===== src/rtl/vec_pkg.sv =====
// Shared definitions for the vector execution unit: op encodings, FSM states
// and the helper that derives the number of beats per operation.
package vec_pkg;

    localparam logic [2:0] VADD    = 3'b000;
    localparam logic [2:0] VSUB    = 3'b001;
    localparam logic [2:0] VAND    = 3'b010;
    localparam logic [2:0] VORR    = 3'b011;
    localparam logic [2:0] VDUP    = 3'b100;
    localparam logic [2:0] VREDSUM = 3'b101;
    localparam logic [2:0] VMOV    = 3'b110;
    localparam logic [2:0] VRSVD   = 3'b111;

    typedef enum logic [1:0] {
        IDLE,
        EXEC,
        FINISH
    } state_e;

    function automatic int calc_beats(input int vlen, input int lanes);
        return vlen / lanes;
    endfunction

endpackage


===== src/rtl/vector_exec_unit_if.sv =====
// Issue/completion bus between the scalar core (master) and the vector unit
// (slave). Register index width follows the register-file size.
interface vector_exec_unit_if #(
    parameter int NVREG = 4
) ();

    localparam int RW = $clog2(NVREG);

    logic          issue_valid;
    logic          issue_ready;
    logic [2:0]    op;
    logic [RW-1:0] vd;
    logic [RW-1:0] vn;
    logic [RW-1:0] vm;
    logic [31:0]   scalar_in;
    logic [31:0]   scalar_out;
    logic          busy;
    logic          done;

    modport master (
        output issue_valid, op, vd, vn, vm, scalar_in,
        input  issue_ready, scalar_out, busy, done
    );

    modport slave (
        input  issue_valid, op, vd, vn, vm, scalar_in,
        output issue_ready, scalar_out, busy, done
    );

endinterface


===== src/rtl/vec_lane.sv =====
// Combinational per-element ALU; one instance per lane. Arithmetic wraps at
// ELEM_W bits, carries and borrows are dropped.
module vec_lane
    import vec_pkg::*;
#(
    parameter int ELEM_W = 8
) (
    input  logic [2:0]        op,
    input  logic [ELEM_W-1:0] a,
    input  logic [ELEM_W-1:0] b,
    input  logic [ELEM_W-1:0] scalar,
    output logic [ELEM_W-1:0] result
);

    always_comb begin
        result = a;
        case (op)
            VADD:    result = a + b;
            VSUB:    result = a - b;
            VAND:    result = a & b;
            VORR:    result = a | b;
            VDUP:    result = scalar;
            // VMOV passes a through; VREDSUM and VRSVD never write back.
            default: result = a;
        endcase
    end

endmodule


===== src/rtl/vector_exec_unit.sv =====
// SIMD coprocessor: private vector register file, LANES elements per beat,
// valid/ready issue, single-cycle done pulse and a combinational debug read port.
module vector_exec_unit
    import vec_pkg::*;
#(
    parameter int ELEM_W = 8,
    parameter int VLEN   = 8,
    parameter int LANES  = 2,
    parameter int NVREG  = 4
) (
    input  logic                           clk,
    input  logic                           reset,
    vector_exec_unit_if.slave              bus,
    input  logic [$clog2(NVREG*VLEN)-1:0]  dbg_sel,
    output logic [ELEM_W-1:0]              dbg_data
);

    localparam int BEATS = calc_beats(VLEN, LANES);
    localparam int BW    = (BEATS > 1) ? $clog2(BEATS) : 1;
    localparam int RW    = $clog2(NVREG);
    localparam int EIW   = $clog2(VLEN);
    localparam int SEL_W = $clog2(NVREG*VLEN);

    state_e            state_q, state_d;
    logic [2:0]        op_q, op_d;
    logic [RW-1:0]     vd_q, vd_d, vn_q, vn_d, vm_q, vm_d;
    logic [ELEM_W-1:0] scalar_q, scalar_d;
    logic [BW-1:0]     beat_q, beat_d;
    logic [31:0]       acc_q, acc_d;
    logic [31:0]       scalar_out_q, scalar_out_d;
    logic              ready_q, ready_d;
    logic              busy_q, busy_d;
    logic              done_q, done_d;
    logic [ELEM_W-1:0] regs_q [NVREG][VLEN];
    logic [ELEM_W-1:0] regs_d [NVREG][VLEN];

    logic [EIW-1:0]    base_idx;
    logic [ELEM_W-1:0] lane_a   [LANES];
    logic [ELEM_W-1:0] lane_b   [LANES];
    logic [ELEM_W-1:0] lane_res [LANES];
    logic [31:0]       lane_sum;

    assign base_idx = EIW'(int'(beat_q) * LANES);

    for (genvar l = 0; l < LANES; l++) begin : g_lane
        logic [EIW-1:0] idx;
        assign idx       = base_idx + EIW'(l);
        assign lane_a[l] = regs_q[vn_q][idx];
        assign lane_b[l] = regs_q[vm_q][idx];

        vec_lane #(.ELEM_W(ELEM_W)) u_lane (
            .op     (op_q),
            .a      (lane_a[l]),
            .b      (lane_b[l]),
            .scalar (scalar_q),
            .result (lane_res[l])
        );
    end

    always_comb begin
        lane_sum = '0;
        for (int l = 0; l < LANES; l++) lane_sum = lane_sum + 32'(lane_a[l]);
    end

    always_comb begin
        // NOTE: every *_d defaults to its flop first so no path infers a latch.
        state_d      = state_q;
        op_d         = op_q;
        vd_d         = vd_q;
        vn_d         = vn_q;
        vm_d         = vm_q;
        scalar_d     = scalar_q;
        beat_d       = beat_q;
        acc_d        = acc_q;
        scalar_out_d = scalar_out_q;
        regs_d       = regs_q;

        case (state_q)
            IDLE: begin
                if (bus.issue_valid && ready_q) begin
                    op_d     = bus.op;
                    vd_d     = bus.vd;
                    vn_d     = bus.vn;
                    vm_d     = bus.vm;
                    scalar_d = bus.scalar_in[ELEM_W-1:0];
                    beat_d   = '0;
                    acc_d    = '0;
                    state_d  = (bus.op == VRSVD) ? FINISH : EXEC;
                end
            end
            EXEC: begin
                // Operands are read and results written in the same beat, so aliasing is safe.
                if (op_q == VREDSUM) acc_d = acc_q + lane_sum;
                else begin
                    for (int l = 0; l < LANES; l++)
                        regs_d[vd_q][base_idx + EIW'(l)] = lane_res[l];
                end
                beat_d = beat_q + BW'(1);
                if (beat_q == BW'(BEATS - 1)) begin
                    state_d = FINISH;
                    if (op_q == VREDSUM) scalar_out_d = acc_q + lane_sum;
                end
            end
            FINISH:  state_d = IDLE;
            default: state_d = IDLE;
        endcase

        ready_d = (state_d == IDLE);
        busy_d  = (state_d != IDLE);
        done_d  = (state_d == FINISH);
    end

    // NOTE: sequential state uses <= only, so every flop samples pre-edge values.
    always_ff @(posedge clk or negedge reset) begin
        if (!reset) begin
            state_q      <= IDLE;
            op_q         <= '0;
            vd_q         <= '0;
            vn_q         <= '0;
            vm_q         <= '0;
            scalar_q     <= '0;
            beat_q       <= '0;
            acc_q        <= '0;
            scalar_out_q <= '0;
            ready_q      <= 1'b1;
            busy_q       <= 1'b0;
            done_q       <= 1'b0;
            // NOTE: the register file must read as zero after reset, so it is a
            // resettable flop array rather than an inferred RAM.
            for (int r = 0; r < NVREG; r++)
                for (int e = 0; e < VLEN; e++)
                    regs_q[r][e] <= '0;
        end else begin
            state_q      <= state_d;
            op_q         <= op_d;
            vd_q         <= vd_d;
            vn_q         <= vn_d;
            vm_q         <= vm_d;
            scalar_q     <= scalar_d;
            beat_q       <= beat_d;
            acc_q        <= acc_d;
            scalar_out_q <= scalar_out_d;
            ready_q      <= ready_d;
            busy_q       <= busy_d;
            done_q       <= done_d;
            regs_q       <= regs_d;
        end
    end

    assign bus.issue_ready = ready_q;
    assign bus.busy        = busy_q;
    assign bus.done        = done_q;
    assign bus.scalar_out  = scalar_out_q;

    logic [RW-1:0]  dbg_reg;
    logic [EIW-1:0] dbg_elem;
    assign dbg_reg  = dbg_sel[SEL_W-1 -: RW];
    assign dbg_elem = dbg_sel[EIW-1:0];
    assign dbg_data = (int'(dbg_elem) < VLEN) ? regs_q[dbg_reg][dbg_elem] : '0;

endmodule


===== src/flat_wrapper.sv =====
// flat-port wrapper written by rule: the top's interface ports become plain ports
module vector_exec_unit_flat import vec_pkg::*;
#(
    parameter int ELEM_W = 8,
    parameter int VLEN   = 8,
    parameter int LANES  = 2,
    parameter int NVREG  = 4
)
  (clk, reset, dbg_sel, dbg_data, bus_issue_valid, bus_op, bus_vd, bus_vn, bus_vm, bus_scalar_in, bus_issue_ready, bus_scalar_out, bus_busy, bus_done);
  vector_exec_unit_if #(.NVREG(NVREG)) bus_i ();
  input  logic clk;
  input  logic reset;
  input  logic [$clog2(NVREG*VLEN)-1:0] dbg_sel;
  output logic [ELEM_W-1:0] dbg_data;
  input wire logic [$bits(bus_i.issue_valid)-1:0] bus_issue_valid;
  input wire logic [$bits(bus_i.op)-1:0] bus_op;
  input wire logic [$bits(bus_i.vd)-1:0] bus_vd;
  input wire logic [$bits(bus_i.vn)-1:0] bus_vn;
  input wire logic [$bits(bus_i.vm)-1:0] bus_vm;
  input wire logic [$bits(bus_i.scalar_in)-1:0] bus_scalar_in;
  output wire logic [$bits(bus_i.issue_ready)-1:0] bus_issue_ready;
  output wire logic [$bits(bus_i.scalar_out)-1:0] bus_scalar_out;
  output wire logic [$bits(bus_i.busy)-1:0] bus_busy;
  output wire logic [$bits(bus_i.done)-1:0] bus_done;
  assign bus_i.issue_valid = bus_issue_valid;
  assign bus_i.op = bus_op;
  assign bus_i.vd = bus_vd;
  assign bus_i.vn = bus_vn;
  assign bus_i.vm = bus_vm;
  assign bus_i.scalar_in = bus_scalar_in;
  assign bus_issue_ready = bus_i.issue_ready;
  assign bus_scalar_out = bus_i.scalar_out;
  assign bus_busy = bus_i.busy;
  assign bus_done = bus_i.done;
  vector_exec_unit #(.ELEM_W(ELEM_W), .VLEN(VLEN), .LANES(LANES), .NVREG(NVREG)) u_core (.clk(clk), .reset(reset), .bus(bus_i), .dbg_sel(dbg_sel), .dbg_data(dbg_data));
endmodule

===== config.mk =====
export PLATFORM = sky130hd
export DESIGN_NAME = vector_exec_unit_flat
export DESIGN_NICKNAME = d
export VERILOG_FILES = /design/src/rtl/vec_pkg.sv /design/src/rtl/vector_exec_unit_if.sv /design/src/rtl/vec_lane.sv /design/src/rtl/vector_exec_unit.sv /design/src/flat_wrapper.sv
export SDC_FILE = /design/constraint.sdc
export NUM_CORES = 1
export LEC_CHECK = 0
export CORE_ASPECT_RATIO = 0.75
export CORE_MARGIN = 2
export CORE_UTILIZATION = 60
export DETAILED_ROUTE_END_ITERATION = 8
export PLACE_DENSITY = 0.79
export SLEW_MARGIN = 20
export SYNTH_ARGS = -nofsm -noshare
export SYNTH_HDL_FRONTEND = slang
export SYNTH_HIERARCHICAL = 1
export SYNTH_SLANG_ARGS = --single-unit

===== constraint.sdc =====
create_clock -name clk -period 5.4 [get_ports clk]
set_input_delay 0.81 -clock clk [delete_from_list [all_inputs] [get_ports clk]]
set_output_delay 0.81 -clock clk [all_outputs]
set_load 0.05 [all_outputs]

==> impl_metrics.json <==
{
  "drt_first_pass_iters": 5,
  "cts_setup_buffers": 0,
  "crit_arrival_ns": 5.42,
  "die_area_um2": 37500,
  "clockBufferDepth": 3,
  "worst_slack_ns": 0.473,
  "synth_seq_cells": 344,
  "design.core.area_um2": 35700,
  "syn2layout_area_growth_pct": 12.2,
  "synth_top_area_cell": "dfrtp_1",
  "antenna_left": 0,
  "insertion_delay_ns": 0.56,
  "routed_via_density": 7.11,
  "crit_path_end_kind": "flip-flop",
  "cts_tree": "done",
  "yosys-top-cells-area": "dfrtp_1, mux4_2, mux2_2",
  "port_buffers": 67,
  "fp.dieH_um": 168,
  "design_area_um2": 24200,
  "ys_top_cells_by_count": "dfrtp_1, mux2_2, mux4_2, nand2_1, clkbuf_1",
  "final_core_util_pct": 67.9,
  "grt_setup_unrepaired": "false",
  "antenna_found_initial": 1,
  "fmax_mhz": 203,
  "io_pins": 92,
  "drv_cap": 0,
  "routedWlPerCell_um": 27.3,
  "tightest_slew_ns": 1.17,
  "syn_nets": 1717,
  "fp-row-count": 60,
  "yosysWarnings": 6,
  "synth_flop_cell": "dfrtp_1",
  "hold_viol_final": 0,
  "die_w_um": 223,
  "cp-start-kind": "flip-flop",
  "status": "completed",
  "start_util_pct": 60.5,
  "hold_class": "primary input to asynchronous set/reset pin",
  "cts_buffers": 36,
  "placed_area_um2": 22900,
  "period_minus_slack_ns": 4.93,
  "wl_um": 59000,
  "seq_area_frac_synth_pct": 39.9,
  "crit_required_ns": 5.89,
  "setup_viol": 0,
  "htreeDepth": 2,
  "avgSynthCellArea_um2": 13.3,
  "drt_iter0_drc": 1716,
  "grt_pass1_wl_um": 92200,
  "synthArstFlopShare_pct": 100,
  "gr-total-overflow": 0,
  "clkSinkCount": 344,
  "period_share_pct": 91.2,
  "grt_max_degree": 136,
  "final_nets": 1760,
  "syn_area_um2": 21600,
  "drc": 0,
  "dp_slack_ns": 0.555,
  "yosysUniqueCellTypes": 61,
  "cts-root-buf": "clkbuf_16",
  "maxSlewHeadroom_pct": 22.0,
  "via_count": 15400,
  "cts-resized-gates": 0,
  "clkSlewWorstSetupHoldPaths_ns": 0.06,
  "grt_pass1_vias": 15400,
  "final.setup.tns_ns": 0,
  "drive_gt1_share_pct": 39.1,
  "fin_skew_ns": 0.0239,
  "final_max_slew_viol_count": 0,
  "gp_congestion": 0.925,
  "yosysMostFrequentCell": "dfrtp_1",
  "synthesis.instances": 1625,
  "track_usage_pct": 32.6,
  "hpwl_um": 38100,
  "cts_hold_buf": 0,
  "critPathMaxFanout": 16,
  "synth_edf_count": 0,
  "critical_path_class": "flip-flop to flip-flop",
  "yosysTopAreaCellShare_pct": 39.8
}
## final cells by class
type	count	area, um^2
repair buffers	140	1320
clock inverters	15	221
well taps	465	582
diodes	1	2.50
flip-flops and latches	344	8620
clock buffers	51	1070
fillers	2433	11500
multi-input cells	1115	12300
inverters	31	116
## per-stage QoR
stage          instances  hold slack [ns]
2_1_floorplan       1625            0.459
3_3_place_gp        2095            0.464
3_5_place_dp        2095            0.464
4_1_cts             2161            0.270
5_1_grt             2161            0.294
6_report            2162            0.245
## final timing paths
kind                                                 startpoint                                     to  slack [ns]  depth (start not counted)
max                                  u_core/vm_q[0]$_DFFE_PN0P_         u_core/regs_q[239]$_DFFE_PN0P_        0.47                         15
min                                                       reset  u_core/bus.scalar_out[12]$_DFFE_PN0P_        0.24                          1
max reg2reg                          u_core/vm_q[0]$_DFFE_PN0P_         u_core/regs_q[239]$_DFFE_PN0P_        0.47                         15
min reg2reg                u_core/bus.scalar_out[4]$_DFFE_PN0P_   u_core/bus.scalar_out[4]$_DFFE_PN0P_        0.48                          2
max in group asynchronous                                 reset             u_core/vn_q[0]$_DFFE_PN0P_        3.92                          2
min in group clk           u_core/bus.scalar_out[4]$_DFFE_PN0P_   u_core/bus.scalar_out[4]$_DFFE_PN0P_        0.48                          2
## per-layer routing
metal / up-vias / GRT usage (%) / wire, um / part of all wire, %
met5: - / 0 / 0 / 0
met4: 0 / 12.6 / 2140 / 3.6
met3: 164 / 6.98 / 6300 / 11
met2: 883 / 50.0 / 27500 / 47
met1: 7957 / 46.2 / 23100 / 39
li1: 6373 / - / - / -
## cell usage in the layout (no fill, tap or decap), types with 32 or more instances in the layout
cell,count
mux2_2,266
ha_1,32
xnor2_1,32
mux4_2,240
clkbuf_16,38
buf_4,66
clkdlybuf4s50_1,64
a21oi_1,38
o21ai_0,68
nand2_1,155
nor2_1,35
dfrtp_1,339
## sequential cells by signal (all words and copies together) (netlist names)
register,flops
u_core/regs_q,256
u_core/acc_q,32
u_core/bus.scalar_out,32
u_core/scalar_q,8
u_core/op_q,3
u_core/beat_q,2
u_core/state_q,2
u_core/vd_q,2
u_core/vm_q,2
u_core/vn_q,2
u_core/bus.busy,1
u_core/bus.done,1
u_core/bus.issue_ready,1
## critical path, stage by stage (launching register included)
cell and delay, ns:
dfrtp_4 0.68, buf_4 0.29, mux4_2 0.53, mux4_2 0.61
inv_1 0.16, ha_1 0.21, a21oi_1 0.09, xnor2_1 0.14
ha_1 0.36, a21o_1 0.21, a31o_2 0.24, a21oi_1 0.23
xnor2_1 0.12, a222oi_1 0.45, buf_4 0.32, mux2_2 0.20
## cells by family (layout without fill, tap and decap cells)
group | Yosys count | after routing | synth area share (%)
AO/OA/AOI/OAI | 215 | 215 | 6.31
XOR/XNOR | 47 | 47 | 1.91
adder cells (fa/ha/maj) | 45 | 45 | 2.97
buffers and inverters | 166 | 237 | 3.25
flip-flops | 344 | 344 | 39.9
multiplexers | 506 | 506 | 38.9
other | 0 | 1 | 0
AND/OR/NAND/NOR | 302 | 302 | 6.73
Power is not shown: default switching activity piles up to over one toggle a cycle in this logic, so the estimate is an artifact.
